## src/rtl/adc_tx_pattern_gen.sv

```systemverilog
`default_nettype none
// ============================================================================
// Module   : adc_tx_pattern_gen
// Brief    : ADC-side transmit pattern generator. Brings a serial link up
//            through a lock-settle wait and a training phase, then emits ramp,
//            PRBS7 or fixed data on LANES parallel 8-bit lanes plus a frame lane.
// Revision : 1.0 - initial release
// ============================================================================
module adc_tx_pattern_gen #(
  parameter int         LANES      = 4,
  parameter logic [7:0] TRAIN_WORD = 8'hF0,
  parameter int         LOCK_WAIT  = 512,
  parameter int         ALIGN_HOLD = 16
) (
  input  logic                 clk_div_a,
  input  logic                 sys_rst_n,
  input  logic                 tx_en,
  input  logic [1:0]           mode,
  input  logic [7:0]           fixed_word,
  input  logic                 rx_aligned,
  output logic [7:0]           frame_out,
  output logic [LANES*8-1:0]   data_out,
  output logic                 tx_valid,
  output logic                 tx_locked,
  output logic [1:0]           state_out
);

  typedef enum logic [1:0] {
    ST_IDLE      = 2'd0,
    ST_WAIT_LOCK = 2'd1,
    ST_TRAIN     = 2'd2,
    ST_DATA      = 2'd3
  } state_t;

  localparam int                  C_HOLD_W    = (ALIGN_HOLD > 1) ? $clog2(ALIGN_HOLD) : 1;
  localparam logic [6:0]          C_PRBS_SEED = 7'h7F;
  localparam logic [9:0]          C_LOCK_LAST = 10'(LOCK_WAIT - 1);
  localparam logic [C_HOLD_W-1:0] C_HOLD_LAST = C_HOLD_W'(ALIGN_HOLD - 1);
  localparam logic [7:0]          C_LANE_STEP = 8'(LANES);

  // Control and generator state
  state_t                state_q;
  logic [9:0]            lock_cnt_q;
  logic [C_HOLD_W-1:0]   hold_cnt_q;
  logic                  locked_q;
  logic [7:0]            base_q;
  logic [6:0]            prbs_q;

  // Next values for the registered port stage
  logic [6:0]            prbs_adv_d;
  logic [7:0]            prbs_byte_d;
  logic [LANES*8-1:0]    payload_d;
  logic [7:0]            frame_d;
  logic [LANES*8-1:0]    data_d;
  logic                  valid_d;

  // Registered port copies
  logic [7:0]            frame_q;
  logic [LANES*8-1:0]    data_q;
  logic                  valid_q;
  logic                  tx_locked_q;
  logic [1:0]            state_out_q;

  // PRBS7 (x^7+x^6+1) stepped 8 bits; first generated bit lands in the MSB
  always_comb begin
    prbs_adv_d  = prbs_q;
    prbs_byte_d = '0;
    for (int b = 7; b >= 0; b--) begin
      prbs_byte_d[b] = prbs_adv_d[6] ^ prbs_adv_d[5];
      prbs_adv_d     = {prbs_adv_d[5:0], prbs_byte_d[b]};
    end
    // An all-zero register would lock the LFSR up; recover to the seed
    if (prbs_q == '0) begin
      prbs_adv_d = C_PRBS_SEED;
    end
  end

  // Mode-selected lane payload; modes 0 and 3 are both ramp
  always_comb begin
    payload_d = '0;
    for (int i = 0; i < LANES; i++) begin
      case (mode)
        2'd1:    payload_d[8*i +: 8] = prbs_byte_d;
        2'd2:    payload_d[8*i +: 8] = fixed_word;
        default: payload_d[8*i +: 8] = base_q + 8'(i);
      endcase
    end
  end

  // Port values implied by the current state, captured one cycle later
  always_comb begin
    frame_d = '0;
    data_d  = '0;
    valid_d = 1'b0;
    case (state_q)
      ST_TRAIN: begin
        frame_d = TRAIN_WORD;
        data_d  = {LANES{TRAIN_WORD}};
      end
      ST_DATA: begin
        frame_d = TRAIN_WORD;
        data_d  = payload_d;
        valid_d = 1'b1;
      end
      default: ;
    endcase
  end

  // Link bring-up FSM with lock/hold counters and the pattern generators
  always_ff @(posedge clk_div_a or negedge sys_rst_n) begin
    if (!sys_rst_n) begin
      state_q    <= ST_IDLE;
      lock_cnt_q <= '0;
      hold_cnt_q <= '0;
      locked_q   <= 1'b0;
      base_q     <= '0;
      prbs_q     <= C_PRBS_SEED;
    end else if (!tx_en) begin
      // Disable wins over every other transition and ends the session
      state_q    <= ST_IDLE;
      lock_cnt_q <= '0;
      hold_cnt_q <= '0;
      locked_q   <= 1'b0;
      base_q     <= '0;
      prbs_q     <= C_PRBS_SEED;
    end else begin
      case (state_q)
        ST_IDLE: begin
          state_q    <= ST_WAIT_LOCK;
          lock_cnt_q <= '0;
        end
        ST_WAIT_LOCK: begin
          lock_cnt_q <= lock_cnt_q + 1'b1;
          if (lock_cnt_q == C_LOCK_LAST) begin
            state_q    <= ST_TRAIN;
            locked_q   <= 1'b1;
            hold_cnt_q <= '0;
          end
        end
        ST_TRAIN: begin
          if (!rx_aligned) begin
            hold_cnt_q <= '0;
          end else if (hold_cnt_q == C_HOLD_LAST) begin
            // Fresh generators so the first DATA word is deterministic
            state_q    <= ST_DATA;
            hold_cnt_q <= '0;
            base_q     <= '0;
            prbs_q     <= C_PRBS_SEED;
          end else begin
            hold_cnt_q <= hold_cnt_q + 1'b1;
          end
        end
        ST_DATA: begin
          // Both generators run regardless of mode so a mode switch resumes mid-stream
          base_q <= base_q + C_LANE_STEP;
          prbs_q <= prbs_adv_d;
          if (!rx_aligned) begin
            state_q    <= ST_TRAIN;
            hold_cnt_q <= '0;
          end
        end
        default: state_q <= ST_IDLE;
      endcase
    end
  end

  // Output register stage
  always_ff @(posedge clk_div_a or negedge sys_rst_n) begin
    if (!sys_rst_n) begin
      frame_q     <= '0;
      data_q      <= '0;
      valid_q     <= 1'b0;
      tx_locked_q <= 1'b0;
      state_out_q <= 2'd0;
    end else begin
      frame_q     <= frame_d;
      data_q      <= data_d;
      valid_q     <= valid_d;
      tx_locked_q <= locked_q;
      state_out_q <= state_q;
    end
  end

  assign frame_out = frame_q;
  assign data_out  = data_q;
  assign tx_valid  = valid_q;
  assign tx_locked = tx_locked_q;
  assign state_out = state_out_q;

endmodule
`default_nettype wire

```

## config.mk

```make
export PLATFORM = sky130hd
export DESIGN_NAME = adc_tx_pattern_gen
export DESIGN_NICKNAME = d
export VERILOG_FILES = /design/src/rtl/adc_tx_pattern_gen.sv
export SDC_FILE = /design/constraint.sdc
export NUM_CORES = 1
export LEC_CHECK = 0
export ABC_AREA = 1
export CORE_UTILIZATION = 45
export DETAILED_ROUTE_END_ITERATION = 16
export DONT_BUFFER_PORTS = 1
export GPL_TIMING_DRIVEN = 0
export MAX_ROUTING_LAYER = met4
export SLEW_MARGIN = 10
export SYNTH_ARGS = -nofsm -noshare
export SYNTH_HDL_FRONTEND = slang
export SYNTH_SLANG_ARGS = --single-unit
```

## constraint.sdc

```tcl
create_clock -name clk_div_a -period 4.3 [get_ports clk_div_a]
set_input_delay 0.645 -clock clk_div_a [delete_from_list [all_inputs] [get_ports clk_div_a]]
set_output_delay 0.645 -clock clk_div_a [all_outputs]
set_load 0.005 [all_outputs]
```

==> results of run 1 <==
registers in the layout, indices dropped and copies added, names as in the netlist, 2 cells and up:
name / cells
base_q: 6
data_out: 20
hold_cnt_q: 4
lock_cnt_q: 10
prbs_q: 7
state_out: 2
state_q: 2
power groups by stage:
| stage | registers [W] | logic, W | clock network [W] |
|---|---|---|---|
| finish | 0.000731 | 0.000593 | 0.000313 |
| global route | 0.000755 | 0.000681 | 0.000336 |
| detailed placement | 0.000743 | 0.000583 | 0 |
| floorplan | 0.000725 | 0.000477 | 0 |
| global placement | 0.000741 | 0.000577 | 0 |
| CTS | 0.000733 | 0.000589 | 0.000320 |
metal layers:
layer | GRT usage [%] | share of wire [%] | vias up
met1 | 23.7 | 49 | 1040
li1 | - | - | 1114
met3 | 3.30 | 3.6 | 5
met5 | - | 0 | -
met4 | 5.00 | 0.96 | 0
met2 | 27.9 | 46 | 39
final cells by class:
type	count	share of cell area [%]
sequential	55	43.7
inverter	43	5.25
timing repair buffer	2	1.18
clock buffer	5	2.17
buffer	25	5.81
clock inverter	3	0.908
multi-input combinational	222	37.9
tap	77	3.04
cells by family after synthesis:
group / count (synthesis)
AOI/OAI and AO/OA: 60
adders and majority gates: 12
and+or+nand+nor: 143
other: 1
DFF: 55
buffers and inverters: 68
xor gates and xnor gates: 3
critical path, delay by kind of cell (launching register included):
| kind | cells | cell delay [ps] |
|---|---|---|
| flip-flops | 1 | 440 |
| buffers and inverters | 3 | 430 |
| adder cells (fa/ha/maj) | 1 | 360 |
| AND/OR/NAND/NOR | 3 | 320 |
| AO/OA/AOI/OAI | 1 | 50 |
metrics by stage:
step	std cells	utilization, %	area, sq um	worst slack, ps
after global routing	432	50.2	3170	2510
after global placement	422	48.0	3030	2470
final	432	50.2	3170	2650
after CTS	431	49.7	3140	2620
after detailed placement	422	48.0	3030	2450
after floorplan	345	-	2940	2630
worst max-delay path by stage:
stage | depth (start not counted) | slack (ps) | end | startpoint
3_3_place_gp | 6 | 2470 | data_out[27]$_DFF_PN0_ | mode[0]
4_1_cts | 8 | 2620 | prbs_q[5]$_DFFE_PN1P_ | state_q[1]$_DFFE_PN0P_
6_report | 8 | 2650 | prbs_q[5]$_DFFE_PN1P_ | state_q[1]$_DFFE_PN0P_
3_5_place_dp | 6 | 2450 | data_out[15]$_DFF_PN0_ | mode[0]
5_1_grt | 8 | 2510 | prbs_q[5]$_DFFE_PN1P_ | state_q[1]$_DFFE_PN0P_
2_1_floorplan | 6 | 2630 | data_out[23]$_DFF_PN0_ | mode[0]
cell usage in the layout, fill, tap and decap left out, types with 5 or more instances in the layout:
cell	count
dfrtp_1	48
o21ai_1	18
nand2_1	80
a21oi_1	17
o21ai_0	8
o21ai_2	8
inv_1	31
dfstp_2	7
nand2_2	6
inv_2	10
buf_4	19
nand3_1	20
nor2_1	18
nand4_1	7
ha_1	12
clkbuf_8	5
==> flow_summary.toml, run 1 <==
[outcome]
outcome = "complete, no violations"

[drt]
wire_per_inst_microns = 13.1
drc = 0
dr.pass1.iters = 4
drt_iter0_markers = 103
drt_wl_total_microns = 5640
vias = 2198
ant_nets = 0
vias_per_cell = 5.09

[clock_network]
clkSinkCount = 55
cts_tree = "done"
holdBufCountCts = 1
htreeDepth = 2
cts_root_buf = "clkbuf_8"
clk_pin_slew_worst_paths_ps = 110
cts_buffers = 5
cts.repair.resized = 0
insertion_delay_ps = 320
clockBufferDepth = 2
postCtsSetupRepairBufs = 0

[die]
dieHeight_microns = 82.6
num_rows = 29
fp.dieW_microns = 82.6
start_util_pct = 46.3
die_area_sq_um = 6830
core_sq_um = 6310
pin_count = 58

[power_and_ir_drop]
power_frac_seq_pct = 44.6
power_frac_comb_pct = 36.2
power_switching_w = 0.000639
vdd_drop_max_v = 0.000328
p_total_w = 0.00164
p_int_w = 0.000998
clkPwrFrac_pct = 19.1
power_leakage_nw = 1.59
sw_frac_of_total_pct = 39.0
power.density_nw_per_um2 = 517

[synth]
synth_compound_area_share_pct = 12.1
yosys.area_share.adder_pct = 5.13
synth_area_leaders = "dfrtp_1, nand2_1, dfstp_2, ha_1, buf_4"
yosysTopAreaCell = "dfrtp_1"
postSynth.asyncResetShare_pct = 100
synth_edf_count = 0
synth.most_common_cell = "nand2_1"
netlist_instances = 342
syn_area_sq_um = 2930
synth_flop_cell = "dfrtp_1"
ys_seq_area_share_pct = 47.3
synth_mux_area_share_pct = 0
synthSimpleGateAreaFrac_pct = 22.5
ys_types = 35
yosys_register_bits = 55
synth_commonest_cells = "nand2_1, dfrtp_1, inv_1"
synth_top_area_share_pct = 41.1
synth-warning-count = 0
synth_xor_area_share_pct = 0.898
synth.avg_cell_area_sq_um = 8.55
synth_top_family_by_area = "simple AND/OR/NAND/NOR gates"

[setup_path]
reg2reg_slack_ps = 2650
crit_path_max_incr_delay_ps = 440
r2r_end = "prbs_q[5]$_DFFE_PN1P_"
worst_setup_path_start_kind = "flop"
rr_worst_depth = 8
arrival_ps = 1910
worstPathMaxFanout = 10
crit_path_end_kind = "flop"
required_ps = 4560
critPathKind = "flop to flop"
crit_chain = "ha_1 -> inv_2 -> nand3_2 -> nand3_4 -> inv_4 -> buf_8 -> nand2_2 -> o21ai_2"
worst_path_max_delay_cell = "dfrtp_1"
r2r_start = "state_q[1]$_DFFE_PN0P_"

[global_route]
grt_pass1_wl_microns = 8990
antenna_found_initial = 0
first_global_vias = 1976
grt_start_max_net_pins = 51
grt_use_total_pct = 17.9
grt_overflow = 0

[timing]
final_max_slew_viol_count = 0
finalHoldViolCount = 0
timing.setup.tns_ps = 0
fin_crit_ps = 1650
rsz0062_at_grt = "false"
setup_violations = 0
fin_crit_sh_pct = 38.4
finClkSkew_ps = 8.38
worst_hold_slack_ps = 157
clock.fmax_ghz = 0.605

[layout]
drive_gt1_share_pct = 20.6
area_growth_pct = 8.30
fillers = 621
multi_input_area_sq_um = 1200
nNetsFinal = 380
insertedDiodeCount = 0
final-seq-area_sq_um = 1390

[placed_design]
hpwlAfterDp_microns = 4030
place.gp.congestion = 0.823
portBuffers = 0

[job]
maxCapViolCount = 0

[min_path]
worst_hold_path_type = "input pin to asynchronous set/reset pin"
Note: power is estimated with default switching activity, not from simulation.
==> run 2, diff against run 1 <==
==> constraint.sdc (replaced) <==
create_clock -name clk_div_a -period 1.73 [get_ports clk_div_a]
set_input_delay 0.2595 -clock clk_div_a [delete_from_list [all_inputs] [get_ports clk_div_a]]
set_output_delay 0.2595 -clock clk_div_a [all_outputs]
set_load 0.005 [all_outputs]
==> flow_summary.toml, run 2 (synthesized netlist as in run 1, its figures left out) <==
[setup_path]
worst_setup_path_start_kind = "flop"
required_ps = 1990
crit_path_end_kind = "flop"
arrival_ps = 1830
worstPathMaxFanout = 10
critPathKind = "flop to flop"

[placed_design]
hpwlAfterDp_microns = 4030
portBuffers = 0
place.gp.congestion = 0.823
detailed_place.area_sq_um = 3030
place_ws_ps = 75.5

[global_route]
antenna_found_initial = 0
grt_start_max_net_pins = 56
grt.met1_usage_pct = 23.9
grt_overflow = 0
grt_use_met2_pct = 27.8
busiest_layer = "met2"
grt_use_total_pct = 17.9
first_global_vias = 1976
grt_pass1_wl_microns = 9030
met3_usage_pct = 3.30

[layout]
insertedDiodeCount = 0
layout_common_cells = "nand2_1, dfrtp_1, inv_1, nand3_1, buf_4"
area_growth_pct = 8.38
final-seq-area_sq_um = 1390
stdcell_area_sq_um = 3170
layout_commonest_cell = "nand2_1"
multi_input_area_sq_um = 1200
largest_register_ffs = 20
fillers = 618
nNetsFinal = 380
drive_gt1_share_pct = 21.1

[drt]
vias_per_cell = 5.11
dr.pass1.iters = 4
drt_wl_total_microns = 5600
vias = 2209
ant_nets = 0
wire_per_inst_microns = 13.0
drc = 0
drt_iter0_markers = 95

[min_path]
worst_hold_path_type = "input pin to flop"

[power_and_ir_drop]
power_leakage_nw = 1.58
vdd_drop_max_v = 0.000814
power.density_nw_per_um2 = 1290
p_total_w = 0.00408

[timing]
rsz0062_at_grt = "false"
timing.setup.tns_ps = 0
fin_crit_sh_pct = 90.9
worst_hold_slack_ps = 105
setup_violations = 0
fin_crit_ps = 1570
finClkSkew_ps = 8.88
clock.fmax_ghz = 0.636
final_max_slew_viol_count = 0
setup_ws_ps = 158
finalHoldViolCount = 0

[die]
die_area_sq_um = 6830
pin_count = 58
num_rows = 29
fp.dieW_microns = 82.6
core_sq_um = 6310
dieHeight_microns = 82.6
start_util_pct = 46.3

[clock_network]
clkSinkCount = 55
clk_pin_slew_worst_paths_ps = 110
clockBufferDepth = 2
postCtsSetupRepairBufs = 0
cts_root_buf = "clkbuf_8"
cts_tree = "done"
cts_buffers = 5
insertion_delay_ps = 320
htreeDepth = 2

[outcome]
outcome = "complete, no violations"

[job]
maxCapViolCount = 0
-- run 2: cell counts in the layout (fill, tap and decap cells not counted) --
No cell type changed its count.
-- run 2: area by class of cell --
type	count	share of cell area, %
timing repair buffer	2	1.18
tap	77	3.04
buffer	25	5.80
multi-input combinational	222	38.0
inverter	43	5.25
clock inverter	3	0.908
sequential	55	43.7
clock buffer	5	2.17
-- run 2: routing by layer --
metal / share of wire, % / vias to the layer above
met5: 0 / -
li1: - / 1116
met4: 0.96 / 0
met1: 49 / 1045
met3: 4.1 / 5
met2: 46 / 43
-- run 2: path summary, 6_finish.rpt --
check / startpoint / endpoint / slack, ps / depth (start not counted)
max in group asynchronous: sys_rst_n / prbs_q[0]$_DFFE_PN1P_ / 980 / 2
min reg2reg: locked_q$_DFFE_PN0P_ / tx_locked$_DFF_PN0_ / 430 / 0
min: fixed_word[2] / data_out[26]$_DFF_PN0_ / 100 / 2
max reg2reg: state_q[0]$_DFFE_PN0P_ / prbs_q[5]$_DFFE_PN1P_ / 160 / 10
min in group asynchronous: sys_rst_n / data_out[25]$_DFF_PN0_ / 470 / 2
max: state_q[0]$_DFFE_PN0P_ / prbs_q[5]$_DFFE_PN1P_ / 160 / 10
-- run 2: through the flow --
step	utilization, %	std cells
after detailed placement	48.0	422
after global routing	50.2	432
after CTS	50.2	432
final	50.2	432
after global placement	48.0	422
after floorplan	-	345
-- run 2: what timing repair did --
action | in CTS | in global routing
resized for setup | 0 | 2
hold buffers | 2 | 0
endpoints found under the setup margin | 0 | 9
endpoints found under the hold margin | 55 | 0
-- run 2: power breakdown --
| part | switching, W | internal, W |
|---|---|---|
| Combinational | 0.000909 | 0.000575 |
| Clock | 0.000478 | 0.000302 |
| Sequential | 0.000212 | 0.00161 |
-- run 2: critical path: stages, from the launching register on --
cell and delay [ps]:
dfrtp_1 430, inv_1 90, ha_1 250, nand2_4 90, inv_4 50, nand2_2 70
nand3_4 120, inv_4 130, buf_8 160, nand2_2 70, o21ai_2 50
==> run 3, diff against run 2 <==
--- a/config.mk
+++ b/config.mk
@@ -7,10 +7,12 @@
 export LEC_CHECK = 0
 export ABC_AREA = 1
 export CORE_UTILIZATION = 45
+export CTS_BUF_LIST = sky130_fd_sc_hd__clkbuf_4 sky130_fd_sc_hd__clkbuf_8
 export DETAILED_ROUTE_END_ITERATION = 16
 export DONT_BUFFER_PORTS = 1
 export GPL_TIMING_DRIVEN = 0
 export MAX_ROUTING_LAYER = met4
+export PLACE_DENSITY = 0.59
 export SLEW_MARGIN = 10
 export SYNTH_ARGS = -nofsm -noshare
 export SYNTH_HDL_FRONTEND = slang
==> constraint.sdc (replaced) <==
create_clock -name clk_div_a -period 1.73 [get_ports clk_div_a]
set_input_delay 0.346 -clock clk_div_a [delete_from_list [all_inputs] [get_ports clk_div_a]]
set_output_delay 0.346 -clock clk_div_a [all_outputs]
set_load 0.005 [all_outputs]
==> flow_summary.toml, run 3 (synthesized netlist as in run 1, its figures left out) <==
[outcome]
outcome = "complete, no violations"

[timing]
timing.setup.tns_ps = 0
clock.fmax_ghz = 0.644
final_max_slew_viol_count = 0
setup_ws_ps = 177
finClkSkew_ps = 12.3
rsz0062_at_grt = "false"
worst_hold_slack_ps = 177
finalHoldViolCount = 0
setup_violations = 0
fin_crit_ps = 1550
fin_crit_sh_pct = 89.8

[drt]
ant_nets = 0
drc = 0
vias = 2172
wire_per_inst_microns = 12.6
vias_per_cell = 5.03
dr.pass1.iters = 4
drt_wl_total_microns = 5430
drt_iter0_markers = 113

[power_and_ir_drop]
vdd_drop_max_v = 0.000826
clkPwrFrac_pct = 18.8
power_frac_comb_pct = 36.3
power_frac_seq_pct = 44.9
power.density_nw_per_um2 = 1280
power_leakage_nw = 1.58
sw_frac_of_total_pct = 38.8
power_switching_w = 0.00157
p_int_w = 0.00248

[setup_path]
crit_family = "flip-flops"
worst_path_max_delay_cell = "dfrtp_1"
worst_setup_path_start_kind = "flop"
arrival_ps = 1820
r2r_end = "prbs_q[5]$_DFFE_PN1P_"
r2r_start = "state_q[0]$_DFFE_PN0P_"
crit_path_end_kind = "flop"
crit_path_max_incr_delay_ps = 440
critPathKind = "flop to flop"
crit_chain = "inv_1 -> ha_1 -> nand2_4 -> inv_4 -> nand2_2 -> nand3_4 -> inv_4 -> buf_8 -> nand2_2 -> o21ai_2"
worstPathMaxFanout = 10
rr_worst_depth = 10
critPathBufInv = 4
required_ps = 1990
reg2reg_slack_ps = 180

[clock_network]
insertion_delay_ps = 320
postCtsSetupRepairBufs = 0
clockBufferDepth = 2
cts_root_buf = "clkbuf_8"
clkSinkCount = 55
cts_buffers = 5
clk_pin_slew_worst_paths_ps = 110
htreeDepth = 2
cts_tree = "done"

[die]
fp.dieW_microns = 82.6
start_util_pct = 46.3
num_rows = 29
core_sq_um = 6310
die_area_sq_um = 6830
dieHeight_microns = 82.6
pin_count = 58

[placed_design]
hpwlAfterDp_microns = 3980
dp.cells = 422
place_ws_ps = 90.7
portBuffers = 0
detailed_place.area_sq_um = 3030
place.gp.congestion = 0.830

[min_path]
worst_hold_path_type = "input pin to flop"
holdPathStages = 2
min_from = "fixed_word[2]"
min_to = "data_out[26]$_DFF_PN0_"

[layout]
drive_gt1_share_pct = 21.1
stdcell_area_sq_um = 3170
final_cells = 432
fillers = 612
area_growth_pct = 8.34
nNetsFinal = 380
insertedDiodeCount = 0
layout_common_cells = "nand2_1, dfrtp_1, inv_1, nand3_1, buf_4"
largest_register_ffs = 20
layout_commonest_cell = "nand2_1"

[global_route]
antenna_found_initial = 0
grt_start_max_net_pins = 56
first_global_vias = 1900
grt_use_total_pct = 17.9
grt_overflow = 0
grt_pass1_wl_microns = 8790

[job]
maxCapViolCount = 0
## run 3: repair_timing
action,4_1_cts,5_1_grt
hold endpoints to repair,55,0
gates resized for setup,0,2
endpoints found under the setup margin,0,7
hold buffers,2,0
## run 3: metrics by stage
stage | utilization (%) | power, W
floorplan | - | 0.00299
global placement | 48.0 | 0.00328
detailed placement | 48.0 | 0.00329
CTS | 50.2 | 0.00411
global route | 50.2 | 0.00440
finish | 50.2 | 0.00405
## run 3: metal layers
metal | vias to the layer above | track usage, % | share of wire (%)
met4 | 0 | 6.38 | 1.3
met1 | 1023 | 23.8 | 49
li1 | 1108 | - | -
met2 | 36 | 27.0 | 47
met3 | 5 | 3.85 | 3.3
met5 | - | - | 0
## run 3: how the worst max path moves through the flow
| stage | from | to | slack [ps] | depth (start not counted) |
|---|---|---|---|---|
| 6_report | state_q[0]$_DFFE_PN0P_ | prbs_q[5]$_DFFE_PN1P_ | 180 | 10 |
| 4_1_cts | state_q[0]$_DFFE_PN0P_ | prbs_q[5]$_DFFE_PN1P_ | 80 | 8 |
| 3_3_place_gp | state_q[0]$_DFFE_PN0P_ | prbs_q[5]$_DFFE_PN1P_ | 90 | 8 |
| 2_1_floorplan | state_q[0]$_DFFE_PN0P_ | prbs_q[3]$_DFFE_PN1P_ | 310 | 9 |
| 3_5_place_dp | state_q[0]$_DFFE_PN0P_ | prbs_q[5]$_DFFE_PN1P_ | 90 | 9 |
| 5_1_grt | lock_cnt_q[0]$_DFFE_PN0P_ | hold_cnt_q[1]$_DFFE_PN0P_ | 30 | 8 |
## run 3: power groups by stage
stage / Combinational (W) / Sequential (W) / Clock, W
after floorplan: 0.00118 / 0.00180 / 0
after global placement: 0.00144 / 0.00185 / 0
after detailed placement: 0.00144 / 0.00185 / 0
after CTS: 0.00149 / 0.00182 / 0.000794
after global routing: 0.00170 / 0.00187 / 0.000834
final: 0.00147 / 0.00182 / 0.000761
## run 3: worst register-to-register path, delay by kind of cell, from the launching register on
family | cells | cell delay (ps)
buffers and inverters | 4 | 430
and+or+nand+nor | 4 | 350
adders and majority gates | 1 | 250
DFF | 1 | 440
AOI/OAI and AO/OA | 1 | 50
## run 3: cell type report
| cell class | instances | area, sq um | area share [%] |
|---|---|---|---|
| sequential | 55 | 1390 | 43.7 |
| clock buffer | 5 | 68.8 | 2.17 |
| multi-input combinational | 222 | 1200 | 38.0 |
| timing repair buffer | 2 | 37.5 | 1.18 |
| inverter | 43 | 166 | 5.25 |
| buffer | 25 | 184 | 5.80 |
| tap | 77 | 96.3 | 3.04 |
| clock inverter | 3 | 27.5 | 0.869 |
